--- config.mk ---
export PLATFORM = sky130hd
export DESIGN_NAME = muldiv_ctrl
export DESIGN_NICKNAME = d
export VERILOG_FILES = /design/src/rtl/muldiv_pkg.sv /design/src/rtl/muldiv_step.sv /design/src/rtl/muldiv_ctrl.sv
export SDC_FILE = /design/constraint.sdc
export NUM_CORES = 1
export LEC_CHECK = 0
export BUFFER_PORTS_ARGS = -buffer_cell sky130_fd_sc_hd__clkbuf_2
export CORE_UTILIZATION = 35
export DETAILED_ROUTE_END_ITERATION = 8
export PLACE_DENSITY = 0.55
export SLEW_MARGIN = 10
export SYNTH_ARGS = -nofsm -noshare
export SYNTH_HDL_FRONTEND = slang
export SYNTH_SLANG_ARGS = --single-unit
--- constraint.sdc ---
create_clock -name clk_i -period 4.1 [get_ports clk_i]
set_input_delay 0.41 -clock clk_i [delete_from_list [all_inputs] [get_ports clk_i]]
set_output_delay 0.41 -clock clk_i [all_outputs]
set_load 0.005 [all_outputs]
--- src/rtl/muldiv_pkg.sv ---
// Shared definitions for the iterative multiply/divide sequencer:
// operand width, op encodings, FSM states and small arithmetic helpers.
package muldiv_pkg;

    localparam int WIDTH = 32;
    localparam int ITER  = WIDTH;
    localparam int CNT_W = $clog2(WIDTH);

    typedef enum logic [1:0] {
        OP_MULT  = 2'b00,
        OP_MULTU = 2'b01,
        OP_DIV   = 2'b10,
        OP_DIVU  = 2'b11
    } op_e;

    typedef enum logic [1:0] {
        IDLE = 2'b00,
        CALC = 2'b01,
        FIX  = 2'b10
    } state_e;

    // Magnitude of a signed operand; 0x80000000 maps onto itself, read as unsigned.
    function automatic logic [WIDTH-1:0] abs_val(input logic [WIDTH-1:0] v,
                                                 input logic             is_signed);
        logic [WIDTH-1:0] r;
        if (is_signed && v[WIDTH-1]) begin
            r = ~v + {{(WIDTH-1){1'b0}}, 1'b1};
        end else begin
            r = v;
        end
        return r;
    endfunction

    function automatic logic [WIDTH-1:0] cond_neg(input logic [WIDTH-1:0] v,
                                                  input logic             neg);
        logic [WIDTH-1:0] r;
        if (neg) begin
            r = ~v + {{(WIDTH-1){1'b0}}, 1'b1};
        end else begin
            r = v;
        end
        return r;
    endfunction

    function automatic logic [2*WIDTH-1:0] cond_neg_wide(input logic [2*WIDTH-1:0] v,
                                                         input logic               neg);
        logic [2*WIDTH-1:0] r;
        if (neg) begin
            r = ~v + {{(2*WIDTH-1){1'b0}}, 1'b1};
        end else begin
            r = v;
        end
        return r;
    endfunction

endpackage

--- src/rtl/muldiv_step.sv ---
// One radix-2 iteration of the multiply (shift-add) or restoring divide.
// Accumulator layout: multiply {carry, hi, lo}, divide {remainder[W:0], quotient[W-1:0]}.
module muldiv_step
    import muldiv_pkg::*;
(
    input  logic [2*WIDTH:0] acc_i,
    input  logic [WIDTH-1:0] opnd_i,
    input  logic             div_i,
    output logic [2*WIDTH:0] acc_o,
    output logic             q_bit_o
);

    logic [WIDTH:0]   sum_s;
    logic [WIDTH:0]   shift_s;
    logic [WIDTH+1:0] diff_s;
    logic [WIDTH:0]   rem_nxt_s;
    logic [WIDTH-1:0] addend_s;

    // Datapath for a single multiply or divide step.
    always_comb begin
        addend_s  = acc_i[0] ? opnd_i : {WIDTH{1'b0}};
        sum_s     = acc_i[2*WIDTH:WIDTH] + {1'b0, addend_s};
        shift_s   = {acc_i[2*WIDTH-1:WIDTH], acc_i[WIDTH-1]};
        diff_s    = {1'b0, shift_s} - {2'b00, opnd_i};
        rem_nxt_s = shift_s;
        if (div_i) begin
            // A non-negative trial difference means the divisor fits: keep it, quotient bit 1.
            q_bit_o = ~diff_s[WIDTH+1];
            if (q_bit_o) begin
                rem_nxt_s = diff_s[WIDTH:0];
            end else begin
                rem_nxt_s = shift_s;
            end
            acc_o = {rem_nxt_s, acc_i[WIDTH-2:0], 1'b0};
        end else begin
            q_bit_o = 1'b0;
            acc_o   = {1'b0, sum_s, acc_i[WIDTH-1:1]};
        end
    end

endmodule

--- src/rtl/muldiv_ctrl.sv ---
// Sequencer for the 32-step multiply/divide unit in EX: holds the front of
// the pipeline while iterating, applies sign correction and commits HI/LO.
module muldiv_ctrl
    import muldiv_pkg::*;
(
    input  logic             clk_i,
    input  logic             rst_i,
    input  logic             EX_start_i,
    input  logic [1:0]       EX_op_i,
    input  logic [WIDTH-1:0] EX_rs_data_i,
    input  logic [WIDTH-1:0] EX_rt_data_i,
    input  logic             MEM_pc_select_i,
    output logic             stall_o,
    output logic             done_o,
    output logic [WIDTH-1:0] hi_o,
    output logic [WIDTH-1:0] lo_o
);

    state_e           state_q;
    logic [CNT_W-1:0] cnt_q;
    logic [2*WIDTH:0] acc_q;
    logic [WIDTH-1:0] opnd_q;
    logic             div_q;
    logic             neg_res_q;
    logic             neg_rem_q;
    logic             dz_q;
    logic [WIDTH-1:0] hi_q;
    logic [WIDTH-1:0] lo_q;

    logic [2*WIDTH:0]   acc_step_s;
    logic [2*WIDTH:0]   acc_d;
    logic               q_bit_s;
    logic               is_div_s;
    logic               is_signed_s;
    logic [WIDTH-1:0]   rs_abs_s;
    logic [WIDTH-1:0]   rt_abs_s;
    logic [2*WIDTH-1:0] prod_s;
    logic [WIDTH-1:0]   hi_d;
    logic [WIDTH-1:0]   lo_d;

    muldiv_step u_step (
        .acc_i   (acc_q),
        .opnd_i  (opnd_q),
        .div_i   (div_q),
        .acc_o   (acc_step_s),
        .q_bit_o (q_bit_s)
    );

    // Decode of the incoming instruction and operand magnitudes.
    always_comb begin
        is_div_s    = (EX_op_i == OP_DIV)  || (EX_op_i == OP_DIVU);
        is_signed_s = (EX_op_i == OP_MULT) || (EX_op_i == OP_DIV);
        rs_abs_s    = abs_val(EX_rs_data_i, is_signed_s);
        rt_abs_s    = abs_val(EX_rt_data_i, is_signed_s);
        acc_d       = acc_step_s | {{(2*WIDTH){1'b0}}, q_bit_s};
    end

    // Sign-corrected HI/LO values committed in FIX.
    always_comb begin
        prod_s = cond_neg_wide(acc_q[2*WIDTH-1:0], neg_res_q);
        if (div_q) begin
            // On divide-by-zero the remainder is |rs|; restoring the dividend sign yields rs itself.
            hi_d = cond_neg(acc_q[2*WIDTH-1:WIDTH], neg_rem_q);
            if (dz_q) begin
                lo_d = {WIDTH{1'b1}};
            end else begin
                lo_d = cond_neg(acc_q[WIDTH-1:0], neg_res_q);
            end
        end else begin
            hi_d = prod_s[2*WIDTH-1:WIDTH];
            lo_d = prod_s[WIDTH-1:0];
        end
    end

    // Pipeline hold and completion strobe, decoded from state and inputs.
    always_comb begin
        stall_o = 1'b0;
        done_o  = 1'b0;
        case (state_q)
            IDLE: begin
                stall_o = EX_start_i && !MEM_pc_select_i;
                done_o  = 1'b0;
            end
            CALC: begin
                stall_o = !MEM_pc_select_i;
                done_o  = 1'b0;
            end
            FIX: begin
                stall_o = 1'b0;
                done_o  = !MEM_pc_select_i;
            end
            default: begin
                stall_o = 1'b0;
                done_o  = 1'b0;
            end
        endcase
    end

    // Sequencer state, iteration registers and the HI/LO result registers.
    always_ff @(posedge clk_i) begin
        if (rst_i) begin
            state_q   <= IDLE;
            cnt_q     <= {CNT_W{1'b0}};
            acc_q     <= {(2*WIDTH+1){1'b0}};
            opnd_q    <= {WIDTH{1'b0}};
            div_q     <= 1'b0;
            neg_res_q <= 1'b0;
            neg_rem_q <= 1'b0;
            dz_q      <= 1'b0;
            hi_q      <= {WIDTH{1'b0}};
            lo_q      <= {WIDTH{1'b0}};
        end else if (MEM_pc_select_i) begin
            state_q <= IDLE;
        end else begin
            case (state_q)
                IDLE: begin
                    if (EX_start_i) begin
                        state_q   <= CALC;
                        cnt_q     <= {CNT_W{1'b0}};
                        div_q     <= is_div_s;
                        neg_res_q <= is_signed_s && (EX_rs_data_i[WIDTH-1] ^ EX_rt_data_i[WIDTH-1]);
                        neg_rem_q <= is_signed_s && EX_rs_data_i[WIDTH-1];
                        dz_q      <= is_div_s && (EX_rt_data_i == {WIDTH{1'b0}});
                        if (is_div_s) begin
                            acc_q  <= {{(WIDTH+1){1'b0}}, rs_abs_s};
                            opnd_q <= rt_abs_s;
                        end else begin
                            acc_q  <= {{(WIDTH+1){1'b0}}, rt_abs_s};
                            opnd_q <= rs_abs_s;
                        end
                    end else begin
                        state_q <= IDLE;
                    end
                end
                CALC: begin
                    acc_q <= acc_d;
                    cnt_q <= cnt_q + CNT_W'(1);
                    if (cnt_q == CNT_W'(ITER - 1)) begin
                        state_q <= FIX;
                    end else begin
                        state_q <= CALC;
                    end
                end
                FIX: begin
                    hi_q    <= hi_d;
                    lo_q    <= lo_d;
                    state_q <= IDLE;
                end
                default: begin
                    state_q <= IDLE;
                end
            endcase
        end
    end

    assign hi_o = hi_q;
    assign lo_o = lo_q;

endmodule

Word-level counts from Yosys, hierarchy flattened
Cells that the tools add are included.
{"block": "word_totals", "register_bits": 172, "inputBits": 70, "output_inout_bits": 66, "word_cells": 72}
{"block": "op_classes", "n_addsub": 8, "eq_ne": 6, "muxes": 23, "n_bitwise": 9, "reduce_logical": 16}
{"cell": "32-bit two-way mux", "n": 10}
{"cell": "65-bit two-way mux", "n": 2}
{"cell": "65-bit one-hot mux with 2 select lines", "n": 1}
{"cell": "32-bit by 1-bit adder with 32-bit output, second input constant", "n": 4}
{"cell": "32-bit NOT", "n": 4}
{"cell": "65-bit by 1-bit bitwise OR with 65-bit output", "n": 1}
{"cell": "64-bit by 1-bit adder with 64-bit output, second input constant", "n": 1}
{"cell": "64-bit two-way mux", "n": 1}
{"cell": "64-bit NOT", "n": 1}
{"cell": "33-bit by 32-bit subtractor with 34-bit output", "n": 1}
{"cell": "33-bit by 32-bit adder with 33-bit output", "n": 1}
{"cell": "33-bit two-way mux", "n": 1}
{"cell": "32-bit zero test", "n": 1}
{"cell": "5-bit one-hot mux with 2 select lines", "n": 1}
{"cell": "2-bit equality test, second input constant", "n": 3}
{"cell": "3-bit AND reduction", "n": 2}
{"cell": "5-bit by 1-bit adder with 5-bit output, second input constant", "n": 1}
{"cell": "5-bit equality test, second input constant", "n": 1}
{"cell": "1-bit logical AND", "n": 5}
{"cell": "5-bit two-way mux", "n": 1}
{"cell": "2-bit zero test", "n": 2}
{"cell": "2-bit one-hot mux with 2 select lines", "n": 1}
{"cell": "1-bit two-way mux", "n": 3}
{"cell": "2-bit by 1-bit equality test with 1-bit output, second input constant", "n": 1}
{"cell": "10 further kinds", "n": 12}

Depth between registers and ports, before layout
{"block": "logic_depth", "ltp_word": 7, "depth_mapped": 14, "ltp_nobuf": 13}

By module
Synthesis repeated with hierarchy kept, for this count alone.
{"block": "unflattened", "hier_cells": 1895, "hier_area_um2": 14468.9}
{"module": "muldiv_ctrl", "n_inst": 1, "cells_per_inst": 1241, "area_per_inst_um2": 9833.2}
{"module": "muldiv_step", "n_inst": 1, "cells_per_inst": 654, "area_per_inst_um2": 4635.7}

Least setup slack after synthesis
No wires, ideal clock.
{"block": "synth_path", "path_kind": "register to register", "from": "register acc_q[0]", "to": "register hi_q[18], in the netlist hi_o[18]", "setup_time_ps": 132, "arrival_ps": 3213, "required_time_ps": 3968, "slack_ps": 755, "stages_incl_launch_ff": 15, "synth_period_minus_slack_ps": 3345, "path_cell_list": "dfxtp_1 > inv_1 > clkbuf_1 > ha_1 > nor4b_1 > nand4bb_4 > or4_4 > or4_1 > buf_2 > o21ai_4 > buf_6 > o21ai_0 > xor2_1 > nand2_1 > a21oi_1"}
{"block": "synth_via", "elab_chain_cells": 4}
{"item": "start: declaration", "line_no": "muldiv_ctrl.sv:21", "rtl": "logic [2*WIDTH:0] acc_q;"}
{"item": "start signal: assignment", "line_no": "muldiv_ctrl.sv:104", "rtl": "acc_q <= {(2*WIDTH+1){1'b0}};"}
{"item": "start signal: assignment", "line_no": "muldiv_ctrl.sv:125", "rtl": "acc_q <= {{(WIDTH+1){1'b0}}, rs_abs_s};"}
{"item": "start signal: assignment", "line_no": "muldiv_ctrl.sv:128", "rtl": "acc_q <= {{(WIDTH+1){1'b0}}, rt_abs_s};"}
{"item": "64-bit NOT", "line_no": "muldiv_pkg.sv:49", "rtl": "r = ~v + {{(2*WIDTH-1){1'b0}}, 1'b1};"}
{"item": "64-bit by 1-bit adder with 64-bit output", "line_no": "muldiv_pkg.sv:49"}
{"item": "64-bit two-way mux", "line_no": "muldiv_pkg.sv:48", "rtl": "if (neg) begin"}
{"item": "32-bit two-way mux", "line_no": "muldiv_ctrl.sv:61", "rtl": "if (div_q) begin"}
{"item": "end signal: assignment", "line_no": "muldiv_ctrl.sv:110", "rtl": "hi_q <= {WIDTH{1'b0}};"}
{"item": "end signal: assignment", "line_no": "muldiv_ctrl.sv:145", "rtl": "hi_q <= hi_d;"}
{"item": "end: declaration", "line_no": "muldiv_ctrl.sv:27", "rtl": "logic [WIDTH-1:0] hi_q;"}
No other way between the ends.
A chain may end at the register's enable or synchronous reset.

Worst setup path in the final report
{"block": "layout_path", "from": "register acc_q[0]", "to": "register acc_q[62]"}
{"block": "layout_via", "elab_chain_cells": 5}
{"item": "32-bit two-way mux", "line_no": "muldiv_step.sv:21", "rtl": "addend_s = acc_i[0] ? opnd_i : {WIDTH{1'b0}};"}
{"item": "33-bit by 32-bit adder with 33-bit output", "line_no": "muldiv_step.sv:22", "rtl": "sum_s = acc_i[2*WIDTH:WIDTH] + {1'b0, addend_s};"}
{"item": "65-bit two-way mux", "line_no": "muldiv_step.sv:26", "rtl": "if (div_i) begin"}
{"item": "65-bit by 1-bit bitwise OR with 65-bit output", "line_no": "muldiv_ctrl.sv:55", "rtl": "acc_d = acc_step_s | {{(2*WIDTH){1'b0}}, q_bit_s};"}
{"item": "65-bit one-hot mux with 2 select lines", "line_no": "muldiv_ctrl.sv:115", "rtl": "case (state_q)"}
No other way between the ends.

==> results.md <==
* DIE WIDTH at 202 um
* Crit path max-delay family: compound AO/OA/AOI/OAI gates
* CTS HTree Levels at 4
* Count of pins over their slew limit at 0
* #FFs+latches synth at 172
* Rel. slew slack at 0.234
* Die Area at 40900 um2
* Final Cycle Share at 0.923
* # port buffers at 135
* Number of global-route vias before repair at 13300
* Vias/cell at 5.72
* Required time of the critical path at 4.42 ns
* Row count at 73
* Placement Cell Area at 15300 um2
* Final Wtd Congestion at 0.927
* Final core occ at 0.402
* Max frequency at 0.264 GHz
* Post-synthesis cell count at 1911
* Final WL at 50.5 mm
* Setup CP Type: reg -> reg
* Library cells used by synthesis at 74
* Crit path max-delay cell type: or4_1
* RSZ-0062 raised after global routing: no
* Setup violations, final at 0
* DRT Pass-1 Iters at 5
* Seq/Total Area, Yosys at 0.245
* Via count at 14500
* First-pass GRT wire length at 78.1 mm
* Pin count of the biggest net entering global routing at 94
* Number of synthesized flops with an enable pin at 0
* Post-synth ARST share at 0
* Inserted Clock Buffers at 17
* Clock root buffer: clkbuf_16
* Clk sinks at 172
* Most frequent cells in the layout: nor2_1 (242), nand2_1 (186), dfxtp_1 (171)
* Peak VDD IR at 256 uV
* Final #Nets at 2130
* Residual DRC at 0
* Initial DRC count at 1440
* Period minus WS final at 3.79 ns
* Final clock skew at 0.00993 ns
* Fraction of layout cells with a size suffix above 1 at 0.123
* Per-cell routed wire length at 20.0 um
* Clock transition at path regs at 0.08 ns
* IO Pins at 136
* Most common cell after layout, fill and taps aside: nor2_1
* Max clock buf depth at 2
* Mapped cell area at 14000 um2
* Pwr Density at 290 nW/um2
* Startpoint types: register
* Worst Setup End Kind: register
* Hold-fix buffers, CTS at 0
* Fillers at 4162
* Gr usage total at 0.242
* Detailed placement HPWL at 38.7 mm
* Initial core utilization at 0.354
* Max cap viols at 0
* Finished Cell Area at 15900 um2
* Buf+Inv Stages, Crit Path at 2
* Syn nets at 2053
* PostCTS Resize Cnt at 0
* Setup Buffers After CTS at 0
* Crit-path max cell delay at 0.54 ns
* GR Overflow Total at 0
* Mean Syn Cell Area at 7.35 um2
* FF-to-FF setup slack at 0.31 ns
* Most used DFF post-synth: dfxtp_1
* Final setup TNS at 0 ns
* Least-Margin Pin Slew at 1.14 ns
* CP arrival at 4.11 ns
* Status: finished clean
* Skew-Pair Late Insertion Delay at 0.45 ns
* CORE AREA at 39600 um2
* CTS tree: built
* Crit-path max FO at 31
* Die Span Y at 202 um
* Area grow syn2layout at 13.5%
* Initial antenna violation count at 0
* Final hold violations at 0
* Worst Hold Class: in -> reg
* Synth warn at 0
* Crit path cell chain: inv_1, buf_4, nor2_1, ha_1, nand2_1, or4_1, a2111o_1, a31oi_1, nor2_1, o31ai_1, xor2_1, a221oi_1, o31ai_1
* Lkg Pwr at 0.00652 uW
* Remaining antenna violation count at 0
-- worst reg2reg max path, stage by stage (launching register included) --
cell and delay (ns):
dfxtp_1 0.39, inv_1 0.11, buf_4 0.39, nor2_1 0.12, ha_1 0.44, nand2_1 0.15, or4_1 0.54, a2111o_1 0.41
a31oi_1 0.16, nor2_1 0.13, o31ai_1 0.30, xor2_1 0.12, a221oi_1 0.30, o31ai_1 0.11
-- layout make-up --
cell class | count | area [um2] | share of cell area
multi-input cells | 1544 | 9890 | 0.620
flip-flops and latches | 172 | 3440 | 0.216
clock inverters | 15 | 198 | 0.0124
repair buffers | 185 | 1070 | 0.0669
well taps | 525 | 657 | 0.0412
inverters | 68 | 255 | 0.0160
clock buffers | 17 | 425 | 0.0267
diodes | 2 | 5.00 | 0.000314
-- cells in the mapped netlist, types with 9 or more instances --
cell | count | share of area
o22ai_1 | 12 | 0.0053
a31oi_1 | 18 | 0.0080
o21ai_0 | 132 | 0.047
nand4_1 | 14 | 0.0062
nand2b_1 | 15 | 0.0067
clkbuf_1 | 115 | 0.031
dfxtp_1 | 172 | 0.25
ha_1 | 70 | 0.062
a311oi_1 | 9 | 0.0056
nand3_1 | 19 | 0.0068
and2_1 | 13 | 0.0058
inv_1 | 68 | 0.018
a211oi_1 | 70 | 0.037
nor4_1 | 16 | 0.0071
a21oi_1 | 161 | 0.057
nor2_1 | 244 | 0.065
a21o_1 | 32 | 0.017
o21a_1 | 10 | 0.0053
o31ai_1 | 21 | 0.011
a221o_1 | 11 | 0.0078
or3_1 | 23 | 0.010
mux2i_1 | 78 | 0.056
o211ai_1 | 22 | 0.012
o41ai_1 | 10 | 0.0062
or4_1 | 15 | 0.0080
and3_1 | 18 | 0.0080
xnor2_1 | 71 | 0.044
nor3_1 | 58 | 0.021
nand2_1 | 186 | 0.050
nor2b_1 | 10 | 0.0045
xor2_1 | 89 | 0.055
-- per-stage QoR --
stage          cells  power (uW)  hold WS [ns]  setup WS, ns
2_1_floorplan   1911        2520         0.432         0.755
3_3_place_gp    2494        2870         0.439         0.262
3_5_place_dp    2494        2880         0.445         0.144
4_1_cts         2526        4610         0.371        0.0935
5_1_grt         2526        4800         0.393        0.0743
6_report        2528        4610         0.382         0.314
-- routing by layer --
layer,global-route usage,vias to the layer above,share of wire
li1,-,7035,-
met1,0.357,6867,0.48
met2,0.366,495,0.44
met3,0.0298,54,0.058
met4,0.0695,0,0.022
met5,0,-,0
-- state kept, by name (all words and copies together) (netlist names) --
| name | count |
|---|---|
| acc_q | 65 |
| hi_o | 32 |
| lo_o | 32 |
| opnd_q | 32 |
| cnt_q | 5 |
| state_q | 2 |
| div_q | 1 |
| dz_q | 1 |
| neg_rem_q | 1 |
| neg_res_q | 1 |
-- power breakdown --
group	leakage, uW	switching (uW)	internal (uW)
logic	0.00483	679	392
clock network	0.000299	872	884
registers	0.00140	70.1	1720
total	0.00652	1620	2990
-- kinds of logic (layout without fill, tap and decap cells) --
group / Yosys count / after routing / share of synthesized area
multiplexers: 80 / 80 / 0.0572
XOR/XNOR: 160 / 160 / 0.0998
buffers and inverters: 195 / 285 / 0.0537
adder cells (fa/ha/maj): 72 / 72 / 0.0652
AND/OR/NAND/NOR: 659 / 659 / 0.218
AO/OA/AOI/OAI: 573 / 573 / 0.261
flip-flops: 172 / 172 / 0.245
other: 0 / 2 / 0
-- path summary, 6_finish.rpt --
path | start | endpoint | cells after the start
setup / recovery | acc_q[0]$_SDFFE_PP0P_ | acc_q[62]$_SDFFE_PP0P_ | 13
hold / removal | MEM_pc_select_i | cnt_q[3]$_SDFFE_PP0P_ | 4
setup reg to reg | acc_q[0]$_SDFFE_PP0P_ | acc_q[62]$_SDFFE_PP0P_ | 13
hold reg to reg | hi_o[23]$_SDFFE_PP0P_ | hi_o[23]$_SDFFE_PP0P_ | 2
Power figures use the tool's default switching activity.
